--- src/rtl/cgra_ctx_pkg.sv ---
// -----------------------------------------------------------------------------
// cgra_ctx_pkg
// Shared types and constants for the CGRA context control plane:
//   - control FSM state encoding
//   - default array geometry and tile count
//   - context header field positions
// -----------------------------------------------------------------------------
package cgra_ctx_pkg;

    typedef enum logic [1:0] {
        ST_IDLE  = 2'd0,
        ST_FETCH = 2'd1,
        ST_EXEC  = 2'd2,
        ST_DONE  = 2'd3
    } state_t;

    localparam int unsigned DEF_NB_ROWS = 4;
    localparam int unsigned DEF_NB_COLS = 4;
    localparam int unsigned NB_TILES    = DEF_NB_ROWS * DEF_NB_COLS;

    // Context header layout
    localparam int unsigned VALID_BIT = 31;
    localparam int unsigned LEN_MSB   = 7;
    localparam int unsigned LEN_LSB   = 0;

endpackage

--- src/rtl/cgra_ctx_bank.sv ---
// -----------------------------------------------------------------------------
// cgra_ctx_bank / cgra_ctx_bank_cut
// Context memory bank: a read-only array (Mem) preloaded hierarchically via
// <bank>.cut.Mem, with a registered synchronous read (1-cycle latency).
// There is no write port.
// Ports:
//   i_clk   rising-edge clock
//   i_en    read enable; o_data updates on the next edge only when set
//   i_addr  word address
//   o_data  registered read data
// -----------------------------------------------------------------------------
module cgra_ctx_bank_cut
    import cgra_ctx_pkg::*;
#(
    parameter int unsigned CTX_WIDTH = 32,
    parameter int unsigned CTX_DEPTH = 64,
    parameter int unsigned ADDR_W    = $clog2(CTX_DEPTH)
) (
    input  logic                 i_clk,
    input  logic                 i_en,
    input  logic [ADDR_W-1:0]    i_addr,
    output logic [CTX_WIDTH-1:0] o_data
);

    logic [CTX_WIDTH-1:0] Mem [CTX_DEPTH];
    logic [CTX_WIDTH-1:0] r_q;

    // Macro-style read port: output register has no reset, consumers
    // qualify it with their own read-valid flag.
    always_ff @(posedge i_clk) begin
        if (i_en) begin
            r_q <= Mem[i_addr];
        end
    end

    assign o_data = r_q;

endmodule

module cgra_ctx_bank
    import cgra_ctx_pkg::*;
#(
    parameter int unsigned CTX_WIDTH = 32,
    parameter int unsigned CTX_DEPTH = 64,
    parameter int unsigned ADDR_W    = $clog2(CTX_DEPTH)
) (
    input  logic                 i_clk,
    input  logic                 i_en,
    input  logic [ADDR_W-1:0]    i_addr,
    output logic [CTX_WIDTH-1:0] o_data
);

    cgra_ctx_bank_cut #(
        .CTX_WIDTH (CTX_WIDTH),
        .CTX_DEPTH (CTX_DEPTH),
        .ADDR_W    (ADDR_W)
    ) cut (
        .i_clk  (i_clk),
        .i_en   (i_en),
        .i_addr (i_addr),
        .o_data (o_data)
    );

endmodule

--- src/rtl/cgra_ctx_top.sv ---
// -----------------------------------------------------------------------------
// cgra_ctx_top
// Control-plane top of a NB_ROWS x NB_COLS CGRA. Fetches one context header
// per tile from two banks (IM_BANK1: tiles 0..N/2-1, IM_BANK2: the rest),
// then runs each valid tile's countdown and reports sticky completion.
// Ports:
//   Clk               rising-edge clock
//   Reset             asynchronous active-low reset
//   DMA_Clk           fetch-enable level sampled on Clk (not a clock)
//   Initn             synchronous active-low soft init
//   Context_Fetch_En  starts a fetch, honoured only in IDLE
//   End_Exec_O        per-tile execution done, sticky
// -----------------------------------------------------------------------------
module cgra_ctx_top
    import cgra_ctx_pkg::*;
#(
    parameter int unsigned NB_ROWS      = DEF_NB_ROWS,
    parameter int unsigned NB_COLS      = DEF_NB_COLS,
    parameter int unsigned CTX_WIDTH    = 32,
    parameter int unsigned CTX_DEPTH    = 64,
    parameter int unsigned CTX_PER_TILE = 4
) (
    input  logic                       Clk,
    input  logic                       Reset,
    input  logic                       DMA_Clk,
    input  logic                       Initn,
    input  logic                       Context_Fetch_En,
    output logic [NB_ROWS*NB_COLS-1:0] End_Exec_O
);

    localparam int unsigned N_TILES = NB_ROWS * NB_COLS;
    localparam int unsigned HALF    = N_TILES / 2;
    localparam int unsigned IDX_W   = (HALF > 1) ? $clog2(HALF) : 1;
    localparam int unsigned J_W     = IDX_W + 1;
    localparam int unsigned A_W     = $clog2(CTX_DEPTH);
    localparam int unsigned LEN_W   = LEN_MSB - LEN_LSB + 1;

    state_t               r_state;
    state_t               w_next;
    logic [J_W-1:0]       r_j;
    logic                 r_rd_vld;
    logic [IDX_W-1:0]     r_rd_idx;
    logic                 w_issue;
    logic                 w_cap_last;
    logic                 w_all_done;
    logic [A_W-1:0]       w_addr;
    logic [CTX_WIDTH-1:0] w_hdr1;
    logic [CTX_WIDTH-1:0] w_hdr2;
    logic [N_TILES-1:0]   w_valid;
    logic [N_TILES-1:0]   w_end;
    logic                 w_unused_hdr_bits;

    // One read per DMA_Clk-enabled cycle until all header pairs are issued.
    assign w_issue    = (r_state == ST_FETCH) && DMA_Clk && (r_j != J_W'(HALF));
    assign w_addr     = A_W'(r_j * CTX_PER_TILE);
    assign w_cap_last = r_rd_vld && (r_rd_idx == IDX_W'(HALF - 1));
    assign w_all_done = &(~w_valid | w_end);

    // Only the valid bit and length field of a header carry meaning.
    assign w_unused_hdr_bits = ^{w_hdr1, w_hdr2};

    cgra_ctx_bank #(
        .CTX_WIDTH (CTX_WIDTH),
        .CTX_DEPTH (CTX_DEPTH),
        .ADDR_W    (A_W)
    ) IM_BANK1 (
        .i_clk  (Clk),
        .i_en   (w_issue),
        .i_addr (w_addr),
        .o_data (w_hdr1)
    );

    cgra_ctx_bank #(
        .CTX_WIDTH (CTX_WIDTH),
        .CTX_DEPTH (CTX_DEPTH),
        .ADDR_W    (A_W)
    ) IM_BANK2 (
        .i_clk  (Clk),
        .i_en   (w_issue),
        .i_addr (w_addr),
        .o_data (w_hdr2)
    );

    always_ff @(posedge Clk or negedge Reset) begin
        if (!Reset) begin
            r_state <= ST_IDLE;
        end else begin
            r_state <= w_next;
        end
    end

    always_comb begin
        w_next = r_state;
        unique case (r_state)
            ST_IDLE:  if (Context_Fetch_En) w_next = ST_FETCH;
            ST_FETCH: if (w_cap_last)       w_next = ST_EXEC;
            ST_EXEC:  if (w_all_done)       w_next = ST_DONE;
            ST_DONE:  w_next = ST_DONE;
            default:  w_next = ST_IDLE;
        endcase
        if (!Initn) begin
            w_next = ST_IDLE;
        end
    end

    // Fetch pointer and read-tracking: r_rd_vld/r_rd_idx follow the bank
    // latency so a read issued just before a stall is still captured.
    always_ff @(posedge Clk or negedge Reset) begin
        if (!Reset) begin
            r_j      <= '0;
            r_rd_vld <= 1'b0;
            r_rd_idx <= '0;
        end else if (!Initn) begin
            r_j      <= '0;
            r_rd_vld <= 1'b0;
            r_rd_idx <= '0;
        end else begin
            r_rd_vld <= w_issue;
            if (w_issue) begin
                r_rd_idx <= r_j[IDX_W-1:0];
                r_j      <= r_j + 1'b1;
            end else if (r_state == ST_IDLE) begin
                r_j <= '0;
            end
        end
    end

    for (genvar t = 0; t < N_TILES; t++) begin : g_tile
        localparam int unsigned LOC = t % HALF;

        logic [CTX_WIDTH-1:0] w_hdr;
        logic                 w_cap;
        logic                 r_valid;
        logic                 r_end;
        logic [LEN_W-1:0]     r_cnt;

        if (t < HALF) begin : g_lo
            assign w_hdr = w_hdr1;
        end else begin : g_hi
            assign w_hdr = w_hdr2;
        end

        assign w_cap = r_rd_vld && (r_rd_idx == IDX_W'(LOC));

        // Capture loads the counter directly, so the counter already holds L
        // on the edge that enters EXEC (the last capture edge).
        always_ff @(posedge Clk or negedge Reset) begin
            if (!Reset) begin
                r_valid <= 1'b0;
                r_end   <= 1'b0;
                r_cnt   <= '0;
            end else if (!Initn) begin
                r_valid <= 1'b0;
                r_end   <= 1'b0;
                r_cnt   <= '0;
            end else if (w_cap) begin
                r_valid <= w_hdr[VALID_BIT];
                r_cnt   <= w_hdr[LEN_MSB:LEN_LSB];
                r_end   <= 1'b0;
            end else if ((r_state == ST_EXEC) && r_valid) begin
                if (r_cnt != '0) begin
                    r_cnt <= r_cnt - 1'b1;
                end else begin
                    r_end <= 1'b1;
                end
            end
        end

        assign w_valid[t] = r_valid;
        assign w_end[t]   = r_end;
    end

    assign End_Exec_O = w_end;

endmodule

--- config.mk ---
export PLATFORM = sky130hd
export DESIGN_NAME = cgra_ctx_top
export DESIGN_NICKNAME = d
export VERILOG_FILES = /design/src/rtl/cgra_ctx_pkg.sv /design/src/rtl/cgra_ctx_bank.sv /design/src/rtl/cgra_ctx_top.sv
export SDC_FILE = /design/constraint.sdc
export NUM_CORES = 1
export LEC_CHECK = 0
export BUFFER_PORTS_ARGS = -buffer_cell sky130_fd_sc_hd__buf_4
export CORE_ASPECT_RATIO = 1.2
export CORE_MARGIN = 3
export CORE_UTILIZATION = 47
export CTS_CLUSTER_DIAMETER = 200
export DETAILED_ROUTE_END_ITERATION = 8
export PLACE_DENSITY = 0.73
export SYNTH_ARGS = -nofsm -noshare
export SYNTH_HDL_FRONTEND = slang
export SYNTH_SLANG_ARGS = --single-unit
--- constraint.sdc ---
create_clock -name Clk -period 1.5 [get_ports Clk]
set_input_delay 0.075 -clock Clk [delete_from_list [all_inputs] [get_ports Clk]]
set_output_delay 0.075 -clock Clk [all_outputs]
set_load 0.02 [all_outputs]
==> results.sh <==
export IMPL_ctsLongestPathBuffers=2
export IMPL_postLayoutSetupSlackWorst_ns=0.0651
export IMPL_ratio_of_final_minimum_period_to_clock_period=0.957
export IMPL_cp_startpoint="r_j[1]"
export IMPL_start_util=0.512
export IMPL_power_density_cell_area_nw_per_um2=854
export IMPL_synthArstFlopShare=1.00
export IMPL_worst_skew_pair_late_latency_ns=0.30
export IMPL_grt_pass1_wl_um=2850
export IMPL_global_route_usage_total=0.148
export IMPL_clockRootBuffer="clkbuf_4"
export IMPL_crit_arrival_ns=1.63
export IMPL_dpl_hpwl_um=1300
export IMPL_fp_coreArea_sq_um=1890
export IMPL_whs_endpoint="r_state[0]"
export IMPL_finish_cell_count_without_fillers=126
export IMPL_vdd_ir_drop_worst_mv=0.518
export IMPL_floorplan_io_pins=21
export IMPL_tritoncts_num_buffers=3
export IMPL_synth_ff_type="dfrtp_1"
export IMPL_worst_clock_skew_ns=0.00797
export IMPL_synthToLayoutAreaGrowth_pct=10.1
export IMPL_fmax_ghz=0.697
export IMPL_grt_overflow_total=0
export IMPL_yosysUniqueCellTypes=31
export IMPL_worst_setup_path_type="flop to flop"
export IMPL_report_final_setup_viol=0
export IMPL_antenna_diode_count=0
export IMPL_worst_setup_path_end_kind="flop"
export IMPL_worst_setup_hold_path_clk_slew_ns=0.11
export IMPL_detailroute_via_count=704
export IMPL_die_x_um=47.5
export IMPL_final_min_clock_period_ns=1.43
export IMPL_worst_case_setup_slack_after_placement_ns=0.0821
export IMPL_pnr_total_power_uw=912
export IMPL_placed_cells_incl_taps=121
export IMPL_antenna_found_initial=0
export IMPL_cap_viol_max_count=0
export IMPL_rsz_0062_raised_after_global_routing="false"
export IMPL_drive_gt1_frac=0.271
export IMPL_syn_inst=100
export IMPL_clock_sink_count=18
export IMPL_max_transition_margin=0.806
export IMPL_synth_nets=107
export IMPL_crit_fanout=5
export IMPL_final_count_of_hold_timing_violations=0
export IMPL_finalMaxSlewViolations=0
export IMPL_synth_seq_area_share=0.465
export IMPL_layout_nets=115
export IMPL_library_cell_with_the_highest_instance_count_after_synthesis="dfrtp_1"
export IMPL_synth_edf_count=0
export IMPL_dieArea_sq_um=2650
export IMPL_cts_hold_buffers_added=1
export IMPL_yosysTopAreaCell="dfrtp_1"
export IMPL_layout_filler_cells=177
export IMPL_synth_cells_most_frequent="dfrtp_1 (18), buf_4 (16), a21oi_1 (11)"
export IMPL_via_per_inst=5.59
export IMPL_reg2reg_capture_point="r_j[3]"
export IMPL_synth_warnings=0
export IMPL_grt_pass1_vias=652
export IMPL_tightest_slew_ns=0.290
export IMPL_timing_setup_tns_ns=0
export IMPL_register_area_sq_um=450
export IMPL_worstReg2RegStart="r_j[1]"
export IMPL_drt_first_iter_violations=6
export IMPL_post_cts_setup_buffers=0
export IMPL_syn_area_sq_um=970
export IMPL_synthesis_area_per_instance_sq_um=9.70
export IMPL_rrSetupSlack_ns=0.07
export IMPL_port_buffer_count=20
export IMPL_final_antenna_net_count=0
export IMPL_area_taken_by_multi_input_logic_gates_sq_um=359
export IMPL_die_y_um=55.8
export IMPL_cts_tree="yes"
export IMPL_post_synth_top_area_fraction=0.465
export IMPL_holdPathStages=3
export IMPL_detail_route_drc_violations=0
export IMPL_total_number_of_placement_rows=17
export IMPL_holdCritPathClass="input port to flop"
export IMPL_post_synth_main_area_contributors="dfrtp_1 (46%), buf_4 (12%), a21oi_1 (5.7%), nand2_1 (3.5%), nand3_1 (3.1%)"
export IMPL_p_leak_uw=0.000535
export IMPL_largest_net_degree_at_the_start_of_global_routing=19
export IMPL_worst_hold_startpoint="Context_Fetch_En"
export IMPL_avgRoutedWirePerCell_um=13.8
export IMPL_crit_required_ns=1.69
export IMPL_htree_num_levels=1
export IMPL_totalWireLength_um=1740
export IMPL_gp_congestion=0.793
export IMPL_detail_route_first_pass_iterations=4
export IMPL_r2r_worst_path_cells=5
export IMPL_ys_ff_latch=18
export IMPL_setup_worst_path_start_class="flop"
export IMPL_outcome="completed"
export IMPL_postCtsResizedCells=0
-- cells in the final DEF, fill, tap and decap left out, types with 2 or more instances in the layout --
| master | count |
|---|---|
| dfrtp_1 | 18 |
| nand2_1 | 9 |
| o21ai_1 | 2 |
| clkbuf_4 | 3 |
| nand3_1 | 6 |
| nor2_1 | 2 |
| o221ai_1 | 2 |
| a31oi_1 | 4 |
| inv_1 | 3 |
| buf_4 | 23 |
| and3b_1 | 2 |
| nor2b_1 | 3 |
| a21oi_1 | 11 |
-- cells by family (layout without fill, tap and decap cells) --
family,after synthesis,after routing,synth area share
and+or+nand+nor,29,29,0.170
AOI/OAI and AO/OA,25,25,0.163
buffers and inverters,25,32,0.168
DFF,18,18,0.465
adders and majority gates,2,2,0.0258
xor gates and xnor gates,1,1,0.00903
-- sequential cells by signal (all words and copies together) (netlist names) --
| name | count |
|---|---|
| r_state | 2 |
| r_rd_idx | 3 |
| r_rd_vld | 1 |
| g_tile.r_end | 8 |
| r_j | 4 |
-- report_power, final --
group / switching [uW] / internal [uW]
Combinational: 55.3 / 37.6
Sequential: 17.2 / 497
Clock: 157 / 148
-- cell type report --
| class | count | area share |
|---|---|---|
| sequential | 18 | 0.422 |
| multi-input combinational | 57 | 0.336 |
| timing repair buffer | 24 | 0.171 |
| clock buffer | 4 | 0.0340 |
| tap | 19 | 0.0223 |
| inverter | 4 | 0.0141 |
-- worst max-delay path, stage by stage, from the launching register on --
cell,delay (ns)
dfrtp_1,0.42
inv_1,0.06
ha_2,0.17
and3b_1,0.18
o221a_1,0.23
a311o_1,0.26
-- layer usage --
layer,vias up,share of wire,global-route usage
met3,4,0.044,0.0291
met4,0,0.023,0.0909
met1,333,0.43,0.171
met5,-,0,0
met2,16,0.50,0.236
li1,351,-,-
-- worst max-delay path by stage --
stage             end  slack, ns  cells past startpoint
2_1_floorplan  r_j[3]       0.02                      6
5_1_grt        r_j[3]     0.0007                      5
6_report       r_j[3]       0.07                      5
4_1_cts        r_j[3]       0.07                      5
3_5_place_dp   r_j[3]       0.08                      5
3_3_place_gp   r_j[3]       0.12                      5
-- per-stage QoR --
| stage | hold slack, ns | utilization | cell area, sq um |
|---|---|---|---|
| 5_1_grt | 0.0617 | 0.564 | 1070 |
| 3_3_place_gp | -0.0424 | 0.539 | 1020 |
| 3_5_place_dp | -0.0398 | 0.539 | 1020 |
| 2_1_floorplan | -0.221 | - | 972 |
| 4_1_cts | 0.0614 | 0.564 | 1070 |
| 6_report | 0.0636 | 0.564 | 1070 |
No activity file was read; power rests on OpenSTA's default activity.
